### src/rtl/ptr_xfer_sequencer.sv
// Byte/word transfer sequencer for the four up/down pointer registers.
// Drives address select, pointer inc/dec strobes and the 8-bit memory handshake.
module ptr_xfer_sequencer #(
  parameter int NPTR = 4
) (
  input  logic                    clk,
  input  logic                    clear,
  input  logic                    req_valid,
  input  logic [1:0]              req_op,
  input  logic [$clog2(NPTR)-1:0] req_ptr,
  input  logic [15:0]             req_wdata,
  output logic                    req_ready,
  output logic [NPTR-1:0]         addr_sel,
  output logic [NPTR-1:0]         ptr_inc,
  output logic [NPTR-1:0]         ptr_dec,
  input  logic [NPTR-1:0]         ptr_carry_n,
  input  logic [NPTR-1:0]         ptr_borrow_n,
  output logic                    mem_rd,
  output logic                    mem_wr,
  output logic [7:0]              mem_wdata,
  input  logic [7:0]              mem_rdata,
  input  logic                    mem_ready,
  output logic [15:0]             rdata,
  output logic                    rdata_valid,
  output logic                    wrap_err,
  output logic [2:0]              dbg_state
);

  localparam int PW = $clog2(NPTR);

  typedef enum logic [1:0] {
    OP_RDB  = 2'b00,
    OP_WRB  = 2'b01,
    OP_PUSH = 2'b10,
    OP_POP  = 2'b11
  } op_e;

  typedef enum logic [2:0] {
    S_IDLE = 3'd0,
    S_PRE  = 3'd1,
    S_ACC  = 3'd2,
    S_POST = 3'd3,
    S_RESP = 3'd4
  } state_e;

  // Request handshake: a request is taken on a rising edge where
  // req_valid & req_ready; req_ready is high only in IDLE, nothing is queued.
  state_e         state, state_next;
  op_e            op_q;
  logic [PW-1:0]  ptr_q;
  logic [15:0]    wdata_q;
  logic           bc;
  logic           is_read;
  logic [NPTR-1:0] sel_onehot;

  assign is_read    = (op_q == OP_RDB) || (op_q == OP_POP);
  assign sel_onehot = {{(NPTR-1){1'b0}}, 1'b1} << ptr_q;
  assign dbg_state  = state;

  always_ff @(posedge clk or posedge clear) begin
    if (clear) begin
      state    <= S_IDLE;
      op_q     <= OP_RDB;
      ptr_q    <= '0;
      wdata_q  <= '0;
      bc       <= 1'b0;
      rdata    <= '0;
      wrap_err <= 1'b0;
    end else begin
      state <= state_next;
      case (state)
        S_IDLE: if (req_valid) begin
          op_q     <= op_e'(req_op);
          ptr_q    <= req_ptr;
          wdata_q  <= req_wdata;
          bc       <= 1'b0;
          wrap_err <= 1'b0;
        end
        S_PRE: if (!ptr_borrow_n[ptr_q]) wrap_err <= 1'b1;
        S_ACC: if (mem_ready) begin
          if (op_q == OP_RDB) rdata <= {8'h00, mem_rdata};
          if (op_q == OP_POP) begin
            if (bc) rdata[15:8] <= mem_rdata;
            else    rdata[7:0]  <= mem_rdata;
          end
          if (op_q == OP_PUSH && !bc) bc <= 1'b1;
        end
        S_POST: begin
          if (!ptr_carry_n[ptr_q]) wrap_err <= 1'b1;
          if (op_q == OP_POP && !bc) bc <= 1'b1;
        end
        default: ;
      endcase
    end
  end

  always_comb begin
    state_next  = state;
    req_ready   = 1'b0;
    addr_sel    = '0;
    ptr_inc     = '0;
    ptr_dec     = '0;
    mem_rd      = 1'b0;
    mem_wr      = 1'b0;
    mem_wdata   = 8'h00;
    rdata_valid = 1'b0;
    case (state)
      S_IDLE: begin
        req_ready = 1'b1;
        if (req_valid) state_next = (op_e'(req_op) == OP_PUSH) ? S_PRE : S_ACC;
      end
      S_PRE: begin
        addr_sel   = sel_onehot;
        ptr_dec    = sel_onehot;
        state_next = S_ACC;
      end
      S_ACC: begin
        addr_sel = sel_onehot;
        mem_rd   = is_read;
        mem_wr   = !is_read;
        // PUSH16 stores high byte first so the low byte lands at the lower address
        if (op_q == OP_WRB)  mem_wdata = wdata_q[7:0];
        if (op_q == OP_PUSH) mem_wdata = bc ? wdata_q[7:0] : wdata_q[15:8];
        if (mem_ready) begin
          if (op_q == OP_PUSH) state_next = bc ? S_RESP : S_PRE;
          else                 state_next = S_POST;
        end
      end
      S_POST: begin
        addr_sel   = sel_onehot;
        ptr_inc    = sel_onehot;
        state_next = (op_q == OP_POP && !bc) ? S_ACC : S_RESP;
      end
      S_RESP: begin
        addr_sel    = sel_onehot;
        rdata_valid = 1'b1;
        state_next  = S_IDLE;
      end
      default: state_next = S_IDLE;
    endcase
  end

endmodule

### config.mk
export PLATFORM = sky130hd
export DESIGN_NAME = ptr_xfer_sequencer
export DESIGN_NICKNAME = d
export VERILOG_FILES = /design/src/rtl/ptr_xfer_sequencer.sv
export SDC_FILE = /design/constraint.sdc
export NUM_CORES = 1
export LEC_CHECK = 0
export ABC_AREA = 1
export CORE_MARGIN = 5
export CORE_UTILIZATION = 43
export CTS_CLUSTER_SIZE = 16
export DETAILED_ROUTE_END_ITERATION = 12
export PLACE_DENSITY = 0.78
export SLEW_MARGIN = 5
export SYNTH_ARGS = -nofsm -noshare
export SYNTH_HDL_FRONTEND = slang
export SYNTH_SLANG_ARGS = --single-unit
### constraint.sdc
create_clock -name clk -period 2 [get_ports clk]
set_clock_uncertainty 0.2 [all_clocks]
set_input_delay 0.2 -clock clk [delete_from_list [all_inputs] [get_ports clk]]
set_output_delay 0.2 -clock clk [all_outputs]
set_load 0.02 [all_outputs]
==> load_flow_metrics.sql <==
INSERT INTO impl_metrics (metric_group, metric, value, unit) VALUES
('detailed_routing', 'num_vias', '2286', ''),
('critical_path', 'cp_cell_sequence', 'inv_2 > ha_4 > buf_6 > nor2_2 > nor2_4 > buf_6 > nand2_1 > a21oi_2 > buf_6', ''),
('worst_hold_path', 'hp-class', 'input port to async pin', ''),
('sta', 'clock.fmax', '0.484', 'GHz'),
('die', 'fp.dieArea', '6450', 'um^2'),
('critical_path', 'critical_path_type', 'flip-flop to primary output', ''),
('finish', 'utilization', '0.721', ''),
('sta', 'final_min_period_over_clock_period', '1.03', ''),
('finish', 'final_net_count', '447', ''),
('finish', 'antennaDiodeCount', '0', ''),
('logic_synthesis', 'yosys-top-cells-count', 'sky130_fd_sc_hd__nand2_1 (105), sky130_fd_sc_hd__dfrtp_1 (41), sky130_fd_sc_hd__nor2_1 (26), sky130_fd_sc_hd__inv_1 (25), sky130_fd_sc_hd__nand3_1 (20)', ''),
('placement', 'post-place-ws', '-0.244', 'ns'),
('placement', 'place_congestion', '0.840', ''),
('power', 'irDropWorstVdd', '0.000955', 'V'),
('clock_network', 'clockBufferDepth', '2', ''),
('sta', 'final_setup_slack_of_the_worst_path', '-0.0658', 'ns'),
('sta', 'worstMarginPinSlew', '0.586', 'ns'),
('logic_synthesis', 'yosysSeqAreaShare', '0.482', ''),
('global_routing', 'grt_antenna_before_repair', '0', ''),
('critical_path', 'crit_slowest_cell', 'sky130_fd_sc_hd__dfrtp_1', ''),
('finish', 'flow.area_growth_from_synthesis', '61.2', '%'),
('logic_synthesis', 'post_synth_num_cell_types', '22', ''),
('placement', 'dpl.hpwl', '4500', 'um'),
('detailed_routing', 'length_of_the_first_detailed_routing_pass_in_iterations', '4', ''),
('logic_synthesis', 'post_synth_instance_area', '2130', 'um^2'),
('die', 'die_h', '80.3', 'um'),
('critical_path', 'crit_arrival', '1.67', 'ns'),
('critical_path', 'max_stage_delay', '0.40', 'ns'),
('status', 'failed_checks', 'hold timing, setup timing', ''),
('logic_synthesis', 'async_reset_ff_frac', '1.00', ''),
('logic_synthesis', 'synth_top_cells_by_area', 'sky130_fd_sc_hd__dfrtp_1 (48%), sky130_fd_sc_hd__nand2_1 (19%), sky130_fd_sc_hd__nand3_1 (4.7%)', ''),
('critical_path', 'crit_path_end_kind', 'primary output', ''),
('detailed_routing', 'drtAntennaViolNets', '0', ''),
('critical_path', 'setup.worst_path.start_class', 'flip-flop', ''),
('detailed_routing', 'post_drt_via_cell_ratio', '4.86', ''),
('clock_network', 'tritoncts', 'built', ''),
('global_routing', 'grt_max_degree', '21', ''),
('critical_path', 'worstPathMaxFanout', '3', ''),
('logic_synthesis', 'yosys_warnings', '0', ''),
('global_routing', 'number_of_global_route_vias_before_repair', '2145', ''),
('global_routing', 'gr-usage-all-layers', '0.193', ''),
('finish', 'num-fill-cells', '379', ''),
('sta', 'finalHoldViolations', '9', ''),
('detailed_routing', 'drt_first_iter_violations', '82', ''),
('die', 'area_of_the_core', '4750', 'um^2'),
('finish', 'final_layout_size_suffix_gt1_frac', '0.253', ''),
('critical_path', 'critPathTopFamily', 'buffers and inverters', ''),
('critical_path', 'r2r_setup_slack', '0.01', 'ns'),
('clock_network', 'worst_setup_hold_path_clk_slew', '0.08', 'ns'),
('sta', 'final-setup-viol-count', '8', ''),
('detailed_routing', 'routed_wire_length_per_instance', '13.5', 'um'),
('clock_network', 'clkSinkCount', '41', ''),
('status', 'run_status', 'finished, violations left', ''),
('logic_synthesis', 'syn_nets', '325', ''),
('critical_path', 'worstPathRequired', '1.60', 'ns'),
('power', 'p_leak', '1.74', 'nW'),
('logic_synthesis', 'syn-mean-instance-area', '7.57', 'um^2'),
('detailed_routing', 'drt-total-wl', '6370', 'um'),
('global_routing', 'grt_first_pass_wirelength', '9710', 'um'),
('critical_path', 'timing.critical_path.mode_cell', 'sky130_fd_sc_hd__buf_6', ''),
('sta', 'final_max_slew_violation_count', '0', ''),
('clock_network', 'cts_inserted_buffers', '5', ''),
('logic_synthesis', 'postSynthRegisterBits', '41', ''),
('die', 'chipWidth', '80.3', 'um'),
('clock_network', 'worst_skew_pair.late_latency', '0.29', 'ns'),
('logic_synthesis', 'synthDominantAreaCellType', 'sky130_fd_sc_hd__dfrtp_1', ''),
('logic_synthesis', 'netlist_instances', '281', ''),
('logic_synthesis', 'prevailing_post_synth_register_cell', 'sky130_fd_sc_hd__dfrtp_1', ''),
('logic_synthesis', 'synthDominantCellAreaShare', '0.482', ''),
('critical_path', 'critical_path_buf_inv_count', '4', ''),
('sta', 'holdWs', '-0.00262', 'ns');
==> flip-flops by register name (all words and copies together) (netlist names) <==
| register | count |
|---|---|
| ptr_q | 2 |
| bc | 1 |
| rdata | 16 |
| dbg_state | 3 |
| op_q | 2 |
| wrap_err | 1 |
| wdata_q | 16 |
==> area by class of cell <==
| class | count | area (um^2) | share of cell area |
|---|---|---|---|
| Timing Repair Buffer | 123 | 1100 | 0.320 |
| Clock buffer | 7 | 86.3 | 0.0252 |
| Inverter | 29 | 109 | 0.0318 |
| Sequential cell | 41 | 1030 | 0.300 |
| Tap cell | 67 | 83.8 | 0.0245 |
| Multi-Input combinational cell | 203 | 1020 | 0.299 |
==> worst reg2reg max path: stages, from the launching register on <==
cell and delay [ns]:
sky130_fd_sc_hd__dfrtp_1 0.40, sky130_fd_sc_hd__inv_2 0.10, sky130_fd_sc_hd__ha_4 0.17, sky130_fd_sc_hd__nand2_4 0.06, sky130_fd_sc_hd__buf_6 0.11, sky130_fd_sc_hd__buf_4 0.12
sky130_fd_sc_hd__buf_4 0.12, sky130_fd_sc_hd__buf_4 0.13, sky130_fd_sc_hd__buf_6 0.11, sky130_fd_sc_hd__o21ai_2 0.15, sky130_fd_sc_hd__nand3_1 0.09, sky130_fd_sc_hd__nand2_1 0.07
sky130_fd_sc_hd__nand2_1 0.05
==> timing repair <==
action                                  in CTS  in global routing
setup buffers                                7                  9
hold buffers                                 0                  0
gates resized for setup                     83                 26
endpoints found under the setup margin      30                 28
pin swaps                                    5                  6
==> layout by cell type, fill, tap and decap left out, types with 7 or more instances in the layout <==
cell / n
sky130_fd_sc_hd__clkbuf_2: 8
sky130_fd_sc_hd__inv_1: 22
sky130_fd_sc_hd__o21ai_1: 7
sky130_fd_sc_hd__nand2_1: 103
sky130_fd_sc_hd__buf_6: 8
sky130_fd_sc_hd__a21oi_1: 9
sky130_fd_sc_hd__o21ai_2: 10
sky130_fd_sc_hd__nand3_1: 19
sky130_fd_sc_hd__dfrtp_1: 40
sky130_fd_sc_hd__clkdlybuf4s50_1: 59
sky130_fd_sc_hd__buf_4: 39
sky130_fd_sc_hd__nor2_1: 24
==> final timing paths <==
kind,start,endpoint,cells past startpoint
max,op_q[0],mem_wdata[3],9
min,clear,rdata[14],2
max reg2reg,op_q[0],bc,12
min reg2reg,wdata_q[13],wdata_q[13],2
max in group asynchronous,clear,op_q[0],3
min in group clk,req_wdata[0],wdata_q[0],3
==> where the power goes <==
group	total, W	switching, W	leakage (nW)	internal, W
logic	0.00322	0.00181	1.18	0.00141
registers	0.00148	0.000277	0.514	0.00121
clock network	0.000546	0.000272	0.0443	0.000274
==> cell families after synthesis <==
family / count (synthesis) / synth area share
AND/OR/NAND/NOR: 163 / 0.317
flip-flops: 41 / 0.482
buffers and inverters: 37 / 0.0741
AO/OA/AOI/OAI: 36 / 0.103
adder cells (fa/ha/maj): 4 / 0.0235
==> layer usage <==
layer,GRT usage,up-vias,wire length (um)
met5,0,-,0
met1,0.237,1072,2670
met2,0.334,82,3150
li1,-,1118,-
met3,0.0359,14,432
met4,0.0760,0,109
==> stage by stage <==
step / instance area, um^2 / total power [W] / setup TNS [ns] / cells / hold WS (ns)
CTS: 3360 / 0.00511 / -0.0818 / 462 / 0.0105
floorplan: 2130 / 0.00311 / 0 / 281 / 0.145
global placement: 3180 / 0.00437 / -1.58 / 448 / 0.259
global route: 3430 / 0.00561 / -1.02 / 470 / 0.0404
finish: 3430 / 0.00525 / -0.378 / 470 / -0.00262
detailed placement: 3180 / 0.00443 / -2.35 / 448 / 0.261
No activity file was read; power rests on OpenSTA's default activity.
